`src/rtl/faux_hd_h2d_fis_parser.sv`:
```
// faux_hd_h2d_fis_parser: host-to-device FIS parser behind a link-layer read port.
// Decodes register FISes into shadow registers, commits them on a CRC-good
// 5-dword frame, forwards data-FIS payload with one cycle of latency, and
// reports exactly one result pulse per terminated frame.
// Optional build macro: FAUX_HD_PM_FILTER_EN (reject register FISes whose
// port-multiplier field differs from PORT_MULT).
//
// state     | meaning
// IDLE      | waiting for frame start, ll_read_ready high
// HEADER    | waiting for DW0, FIS type decode
// REG_BODY  | storing register FIS DW1..DW4
// DATA_BODY | forwarding data FIS payload
// DISCARD   | unknown FIS type, counting dwords until frame end
// WAIT_END  | register FIS complete, counting extra dwords until frame end
module faux_hd_h2d_fis_parser #(
  parameter int         MAX_DATA_DWORDS = 2048,
  parameter logic [3:0] PORT_MULT       = 4'h0
) (
  input  logic        clk,
  input  logic        rst,
  input  logic        ll_read_start,
  input  logic        ll_read_strobe,
  input  logic [31:0] ll_read_data,
  input  logic        ll_read_finished,
  input  logic        ll_read_crc_ok,
  output logic        ll_read_ready,
  output logic        h2d_reg_stb,
  output logic        h2d_data_stb,
  output logic [7:0]  h2d_command,
  output logic [15:0] h2d_features,
  output logic        h2d_cmd_bit,
  output logic [3:0]  h2d_port_mult,
  output logic [7:0]  h2d_control,
  output logic [7:0]  h2d_device,
  output logic [47:0] h2d_lba,
  output logic [15:0] h2d_sector_count,
  output logic        cl_of_strobe,
  output logic [31:0] cl_of_data,
  output logic        read_crc_fail,
  output logic        frame_error_stb,
  output logic [3:0]  parser_state
);

  localparam logic [3:0] IDLE      = 4'd0;
  localparam logic [3:0] HEADER    = 4'd1;
  localparam logic [3:0] REG_BODY  = 4'd2;
  localparam logic [3:0] DATA_BODY = 4'd3;
  localparam logic [3:0] DISCARD   = 4'd4;
  localparam logic [3:0] WAIT_END  = 4'd5;

`ifdef FAUX_HD_PM_FILTER_EN
  localparam bit PM_FILTER = 1'b1;
`else
  localparam bit PM_FILTER = 1'b0;
`endif

  logic [3:0]  state_q, state_d;
  logic [11:0] cnt_q, cnt_d;
  logic        ovf_q, ovf_d;

  // shadow copy of the register FIS, committed to the h2d_* outputs on success
  logic [7:0]  sh_cmd_q, sh_cmd_d;
  logic [15:0] sh_feat_q, sh_feat_d;
  logic        sh_c_q, sh_c_d;
  logic [3:0]  sh_pm_q, sh_pm_d;
  logic [7:0]  sh_ctrl_q, sh_ctrl_d;
  logic [7:0]  sh_dev_q, sh_dev_d;
  logic [47:0] sh_lba_q, sh_lba_d;
  logic [15:0] sh_sc_q, sh_sc_d;

  logic [7:0]  cmd_q, cmd_d;
  logic [15:0] feat_q, feat_d;
  logic        c_q, c_d;
  logic [3:0]  pm_q, pm_d;
  logic [7:0]  ctrl_q, ctrl_d;
  logic [7:0]  dev_q, dev_d;
  logic [47:0] lba_q, lba_d;
  logic [15:0] sc_q, sc_d;

  logic        reg_stb_q, reg_stb_d;
  logic        data_stb_q, data_stb_d;
  logic        crc_fail_q, crc_fail_d;
  logic        ferr_q, ferr_d;
  logic        of_stb_q, of_stb_d;
  logic [31:0] of_data_q, of_data_d;

  logic        pm_ok;
  logic [11:0] cnt_inc;

  assign pm_ok   = !PM_FILTER || (sh_pm_q == PORT_MULT);
  assign cnt_inc = (cnt_q == 12'hFFF) ? cnt_q : cnt_q + 12'd1;

  // frame sequencing: dword processing first, then termination or abort
  always_comb begin
    state_d    = state_q;
    cnt_d      = cnt_q;
    ovf_d      = ovf_q;
    sh_cmd_d   = sh_cmd_q;
    sh_feat_d  = sh_feat_q;
    sh_c_d     = sh_c_q;
    sh_pm_d    = sh_pm_q;
    sh_ctrl_d  = sh_ctrl_q;
    sh_dev_d   = sh_dev_q;
    sh_lba_d   = sh_lba_q;
    sh_sc_d    = sh_sc_q;
    cmd_d      = cmd_q;
    feat_d     = feat_q;
    c_d        = c_q;
    pm_d       = pm_q;
    ctrl_d     = ctrl_q;
    dev_d      = dev_q;
    lba_d      = lba_q;
    sc_d       = sc_q;
    reg_stb_d  = 1'b0;
    data_stb_d = 1'b0;
    crc_fail_d = 1'b0;
    ferr_d     = 1'b0;
    of_stb_d   = 1'b0;
    of_data_d  = of_data_q;

    if (state_q == IDLE) begin
      if (ll_read_start) begin
        state_d = HEADER;
        cnt_d   = 12'd0;
        ovf_d   = 1'b0;
      end
    end else if (ll_read_start) begin
      // a new start mid-frame aborts the old frame without committing
      ferr_d  = 1'b1;
      state_d = HEADER;
      cnt_d   = 12'd0;
      ovf_d   = 1'b0;
    end else begin
      if (ll_read_strobe) begin
        cnt_d = cnt_inc;
        case (state_q)
          HEADER: begin
            sh_pm_d        = ll_read_data[11:8];
            sh_c_d         = ll_read_data[15];
            sh_cmd_d       = ll_read_data[23:16];
            sh_feat_d[7:0] = ll_read_data[31:24];
            case (ll_read_data[7:0])
              8'h27:   state_d = REG_BODY;
              8'h46:   state_d = DATA_BODY;
              default: state_d = DISCARD;
            endcase
          end
          REG_BODY: begin
            case (cnt_q)
              12'd1: begin
                sh_lba_d[23:0] = ll_read_data[23:0];
                sh_dev_d       = ll_read_data[31:24];
              end
              12'd2: begin
                sh_lba_d[47:24] = ll_read_data[23:0];
                sh_feat_d[15:8] = ll_read_data[31:24];
              end
              12'd3: begin
                sh_sc_d   = ll_read_data[15:0];
                sh_ctrl_d = ll_read_data[31:24];
              end
              default: ;
            endcase
            if (cnt_q == 12'd4) state_d = WAIT_END;
          end
          DATA_BODY: begin
            // cnt_q includes the header dword, so it equals the payload index + 1
            if (int'(cnt_q) <= MAX_DATA_DWORDS) begin
              of_stb_d  = 1'b1;
              of_data_d = ll_read_data;
            end else begin
              ovf_d = 1'b1;
            end
          end
          default: ;
        endcase
      end

      if (ll_read_finished) begin
        if (!ll_read_crc_ok) begin
          crc_fail_d = 1'b1;
        end else if ((state_d == REG_BODY || state_d == WAIT_END) &&
                     cnt_d == 12'd5 && pm_ok) begin
          cmd_d     = sh_cmd_d;
          feat_d    = sh_feat_d;
          c_d       = sh_c_d;
          pm_d      = sh_pm_d;
          ctrl_d    = sh_ctrl_d;
          dev_d     = sh_dev_d;
          lba_d     = sh_lba_d;
          sc_d      = sh_sc_d;
          reg_stb_d = 1'b1;
        end else if (state_d == DATA_BODY && !ovf_d) begin
          data_stb_d = 1'b1;
        end else begin
          ferr_d = 1'b1;
        end
        state_d = IDLE;
      end
    end
  end

  // state, shadow and output registers with synchronous active-low reset
  always_ff @(posedge clk) begin
    if (!rst) begin
      state_q    <= IDLE;
      cnt_q      <= 12'd0;
      ovf_q      <= 1'b0;
      sh_cmd_q   <= '0;
      sh_feat_q  <= '0;
      sh_c_q     <= 1'b0;
      sh_pm_q    <= '0;
      sh_ctrl_q  <= '0;
      sh_dev_q   <= '0;
      sh_lba_q   <= '0;
      sh_sc_q    <= '0;
      cmd_q      <= '0;
      feat_q     <= '0;
      c_q        <= 1'b0;
      pm_q       <= '0;
      ctrl_q     <= '0;
      dev_q      <= '0;
      lba_q      <= '0;
      sc_q       <= '0;
      reg_stb_q  <= 1'b0;
      data_stb_q <= 1'b0;
      crc_fail_q <= 1'b0;
      ferr_q     <= 1'b0;
      of_stb_q   <= 1'b0;
      of_data_q  <= '0;
    end else begin
      state_q    <= state_d;
      cnt_q      <= cnt_d;
      ovf_q      <= ovf_d;
      sh_cmd_q   <= sh_cmd_d;
      sh_feat_q  <= sh_feat_d;
      sh_c_q     <= sh_c_d;
      sh_pm_q    <= sh_pm_d;
      sh_ctrl_q  <= sh_ctrl_d;
      sh_dev_q   <= sh_dev_d;
      sh_lba_q   <= sh_lba_d;
      sh_sc_q    <= sh_sc_d;
      cmd_q      <= cmd_d;
      feat_q     <= feat_d;
      c_q        <= c_d;
      pm_q       <= pm_d;
      ctrl_q     <= ctrl_d;
      dev_q      <= dev_d;
      lba_q      <= lba_d;
      sc_q       <= sc_d;
      reg_stb_q  <= reg_stb_d;
      data_stb_q <= data_stb_d;
      crc_fail_q <= crc_fail_d;
      ferr_q     <= ferr_d;
      of_stb_q   <= of_stb_d;
      of_data_q  <= of_data_d;
    end
  end

  assign ll_read_ready    = (state_q == IDLE);
  assign h2d_reg_stb      = reg_stb_q;
  assign h2d_data_stb     = data_stb_q;
  assign h2d_command      = cmd_q;
  assign h2d_features     = feat_q;
  assign h2d_cmd_bit      = c_q;
  assign h2d_port_mult    = pm_q;
  assign h2d_control      = ctrl_q;
  assign h2d_device       = dev_q;
  assign h2d_lba          = lba_q;
  assign h2d_sector_count = sc_q;
  assign cl_of_strobe     = of_stb_q;
  assign cl_of_data       = of_data_q;
  assign read_crc_fail    = crc_fail_q;
  assign frame_error_stb  = ferr_q;
  assign parser_state     = state_q;

endmodule

```
`config.mk`:
```
export PLATFORM = sky130hd
export DESIGN_NAME = faux_hd_h2d_fis_parser
export DESIGN_NICKNAME = d
export VERILOG_FILES = /design/src/rtl/faux_hd_h2d_fis_parser.sv
export SDC_FILE = /design/constraint.sdc
export NUM_CORES = 1
export LEC_CHECK = 0
export ABC_CLOCK_PERIOD_IN_PS = 3900
export CORE_UTILIZATION = 25
export CTS_BUF_LIST = sky130_fd_sc_hd__clkbuf_16
export DETAILED_ROUTE_END_ITERATION = 8
export PLACE_DENSITY = 0.41
export SYNTH_ARGS = -nofsm -noshare
export SYNTH_HDL_FRONTEND = slang
export SYNTH_SLANG_ARGS = --single-unit
```
`constraint.sdc`:
```
create_clock -name clk -period 3.9 [get_ports clk]
set_clock_uncertainty 0.15 [all_clocks]
set_input_delay 0.78 -clock clk [delete_from_list [all_inputs] [get_ports clk]]
set_output_delay 0.78 -clock clk [all_outputs]
set_load 0.005 [all_outputs]
```
==> impl.org <==
** Yosys
- In the synthesized netlist, the cells that appear most often are nand2_1, dfxtp_1, mux2i_1.
- Post-Syn Instances :: 1372
- The number of nets in the synthesized netlist is 1414.
- Library cell with the largest summed area after synthesis :: dfxtp_1
- For this run, the leading register cell type out of synthesis is dfxtp_1.
- Number of synthesized flops with an enable pin :: 0
- Yosys instantiated no cell more often than nand2_1.
- Ranking of synthesized cells by area :: dfxtp_1, mux2i_1, nand2_1, mux2_2, a21oi_1
- Yosys mapped the design onto 48 distinct sky130hd cell types.
- #FFs+latches synth :: 272
- In this run the cell area of the synthesized design comes to 0.0120 sq mm.
- During synthesis, Yosys emitted a total of 0 warnings.
- After synthesis, the mean cell area works out to 8.76 sq um.
- Share of synthesized area occupied by flip-flops and latches :: 0.453
- The share of synthesized area in the top cell type comes to 0.453.
- After synthesis, the share of flip-flops with an asynchronous set or reset is 0.

** Global route
- In the global route stage, overall resource usage came out at 0.154.
- Entering global routing, the biggest net connects 219 pins.
- Summed over all layers, the global routing overflow is 0.
- Number of global-route vias before repair :: 9727
- The initial antenna violation count came to 0.
- Wire length of the first global-routing pass :: 58900 um

** Drt
- Before antenna repair, the detailed router went through 5 iterations.
- Final routed DRC violation total :: 0
- Antenna viol nets, final :: 0
- Wires add up to 38200 um.
- In the routed layout, each cell is associated on average with a via count of 4.55.
- Summing over every cut layer, the via total after detailed routing is 9803.
- The detailed router finished its first iteration with 496 violations.
- Wire per inst :: 17.7 um

** Clock tree
- For this design, the CTS-stage hold fixing added 0 buffers.
- Maximum buffer depth of the clock tree :: 3
- For the worst-skew pair, the clock arrives at the later sink with an insertion delay of 0.54 ns.
- Cell chosen for the clock root :: clkbuf_16
- Post-CTS timing repair inserted 0 buffers for setup.
- TritonCTS built the clock tree.
- For this design, the sink count on the clock tree is 272.
- Reg clk slew, reported paths :: 0.06 ns
- CTS built an H-tree with a depth of 2.
- Number of gates resized after cts :: 0
- CTS buffer count :: 35

** Finish
- Area growth from synthesis to final layout :: 29.8%
- Net count of the finished layout :: 1565
- Of the cells placed in the final design, the portion with a size suffix greater than 1 is 0.140.
- Multi-input logic area :: 0.00606 sq mm
- Measured on the finished design, the core utilization comes to 0.332.
- 0 antenna diodes ended up in the layout.
- Final instance area :: 0.0156 sq mm
- In the final layout, flip-flops and latches occupy 0.00545 sq mm.
- Filler cell count :: 4846

** Timing
- Of the available clock period, the critical path in the final layout requires 0.876.
- Setup repair after global routing left no endpoint under its margin.
- Final number of hold-violating endpoints :: 0
- The count of pins over their slew limit came to 0.
- Final hold analysis gives a worst-case slack of 0.299 ns.
- For the pin with the worst max-slew slack, the measured transition is 1.12 ns.
- Worst slew slack as a fraction of its limit :: 0.251
- Setup violations remaining at the end of the flow were counted as 0.
- Derived from the worst setup path, the maximum achievable clock frequency is 0.293 GHz.
- Final min period :: 3.41 ns
- Setup slack on the critical path of the routed design comes to 0.485 ns.

** Power and ir drop
- After layout, the design draws a total of 0.00596 W.
- The analysis attributes to cell leakage a power of 5.67 nW.
- Cell area power density :: 382 mW/mm^2
- Worst vdd ir :: 0.238 mV

** Setup path
- Endpoint kind of the worst setup timing path :: register
- Largest fanout of any net on the critical path :: 34
- Classification of the worst setup path :: input port to register
- Crit path required time :: 4.20 ns
- STA classifies the critical path startpoint as an input port.
- At the worst endpoint, the arrival time is 3.72 ns.

** Hold path
- The tightest min-delay check is of the register to register type.

** Placement
- Cell area after placement :: 0.0146 sq mm
- The congestion estimate from routability-driven global placement came to 0.766.
- At the placement stage, the worst setup path has a slack of -0.0837 ns.
- IO Port Bufs :: 188
- Post-detail-place hpwl :: 24200 um

** Floorplan
- During I/O placement, the number of pins put on the boundary was 189.
- Die Y-Extent :: 221 um
- In this run the standard cell core region covers 0.0470 sq mm.
- The floorplan step set the die width to 221 um.
- The initial utilization of the core area, before any placement, comes to 0.256.
- Number of standard-cell rows in the floorplan :: 79
- Die area :: 0.0490 sq mm

** Status
- Run status :: finished, final reports clean

** Run
- Max-Cap Viols :: 0
## final timing paths
kind / startpoint / to / slack, ns / cells after the start
worst max-delay path: ll_read_strobe / h2d_lba[42] / 0.49 / 8
worst min-delay path: sh_lba_q[39] / sh_lba_q[39] / 0.30 / 2
worst max register to register: cnt_q[0] / h2d_lba[42] / 0.53 / 9
worst min register to register: sh_lba_q[39] / sh_lba_q[39] / 0.30 / 2
## worst max-delay path, cell delays in order
cell and delay [ns]:
clkdlybuf4s50_1 0.72, nand4_1 0.31, o41ai_1 0.55, nand4b_1 0.21, nor4_2 0.35, buf_4 0.25
buf_12 0.26, mux2i_1 0.23
## final cells by class
cell class                      instances  share of cell area
Multi-Input combinational cell        975               0.389
Timing Repair Buffer                  233               0.146
Sequential cell                       272               0.349
Clock buffer                           36              0.0578
Clock inverter                         25             0.00770
Inverter                                6             0.00176
Tap cell                              607              0.0487
## cells by family after synthesis
| logic type | count (synthesis) | share of synthesized area |
|---|---|---|
| AO/OA/AOI/OAI | 118 | 0.0549 |
| XOR/XNOR | 8 | 0.00583 |
| adder cells (fa/ha/maj) | 4 | 0.00416 |
| buffers and inverters | 125 | 0.0465 |
| flip-flops | 272 | 0.453 |
| multiplexers | 274 | 0.240 |
| AND/OR/NAND/NOR | 571 | 0.196 |
## layer usage
layer / track usage / wire length (um)
met5: 0 / 0
met4: 0.0456 / 761
met2: 0.243 / 17100
met1: 0.210 / 18500
met3: 0.0337 / 1860
## power by group
part           switching (W)  internal [W]  total (W)
combinational       0.000160     0.0000759   0.000236
sequential        0.00000428       0.00278    0.00279
clock                0.00127       0.00167    0.00293
## cells in the final DEF (no fill, tap or decap), types with 3 or more instances in the layout
cell type        synthesis  layout
nand4_1                 10      10
o21ai_0                  6       6
or2_2                    6       6
clkdlybuf4s50_1          0     187
nor2_1                  81      78
nand3_2                  0       3
nor4b_1                  3       3
or3_1                    6       6
nor3_1                  14      14
clkinv_1                 0       7
inv_1                    6      16
a21oi_1                 96      96
or4_1                    5       5
mux2_2                 110     110
dfxtp_1                272     272
clkinv_2                 0       4
xnor2_1                  4       4
nand2_1                410     410
mux2i_1                164     164
nor3b_1                  6       6
clkbuf_16                0      36
buf_4                   10      40
ha_1                     4       4
xor2_1                   4       4
buf_12                   1       5
nand3_1                 11       8
## stage by stage
stage / instances / TNS, ns
after global routing: 2154 / 0
final: 2154 / 0
after detailed placement: 2093 / -2.18
after floorplan: 1372 / 0
after global placement: 2093 / 0
after CTS: 2154 / 0
## state kept, by name (all words and copies together), names as in the netlist, 4 cells and up
name              cells
parser_state          4
h2d_lba              48
h2d_command           8
h2d_device            8
sh_pm_q               4
sh_cmd_q              8
sh_sc_q              16
h2d_features         16
sh_feat_q            16
h2d_sector_count     16
sh_lba_q             48
cl_of_data           32
cnt_q                12
sh_dev_q              8
sh_ctrl_q             8
h2d_port_mult         4
h2d_control           8
Note: power is estimated with default switching activity, not from simulation.
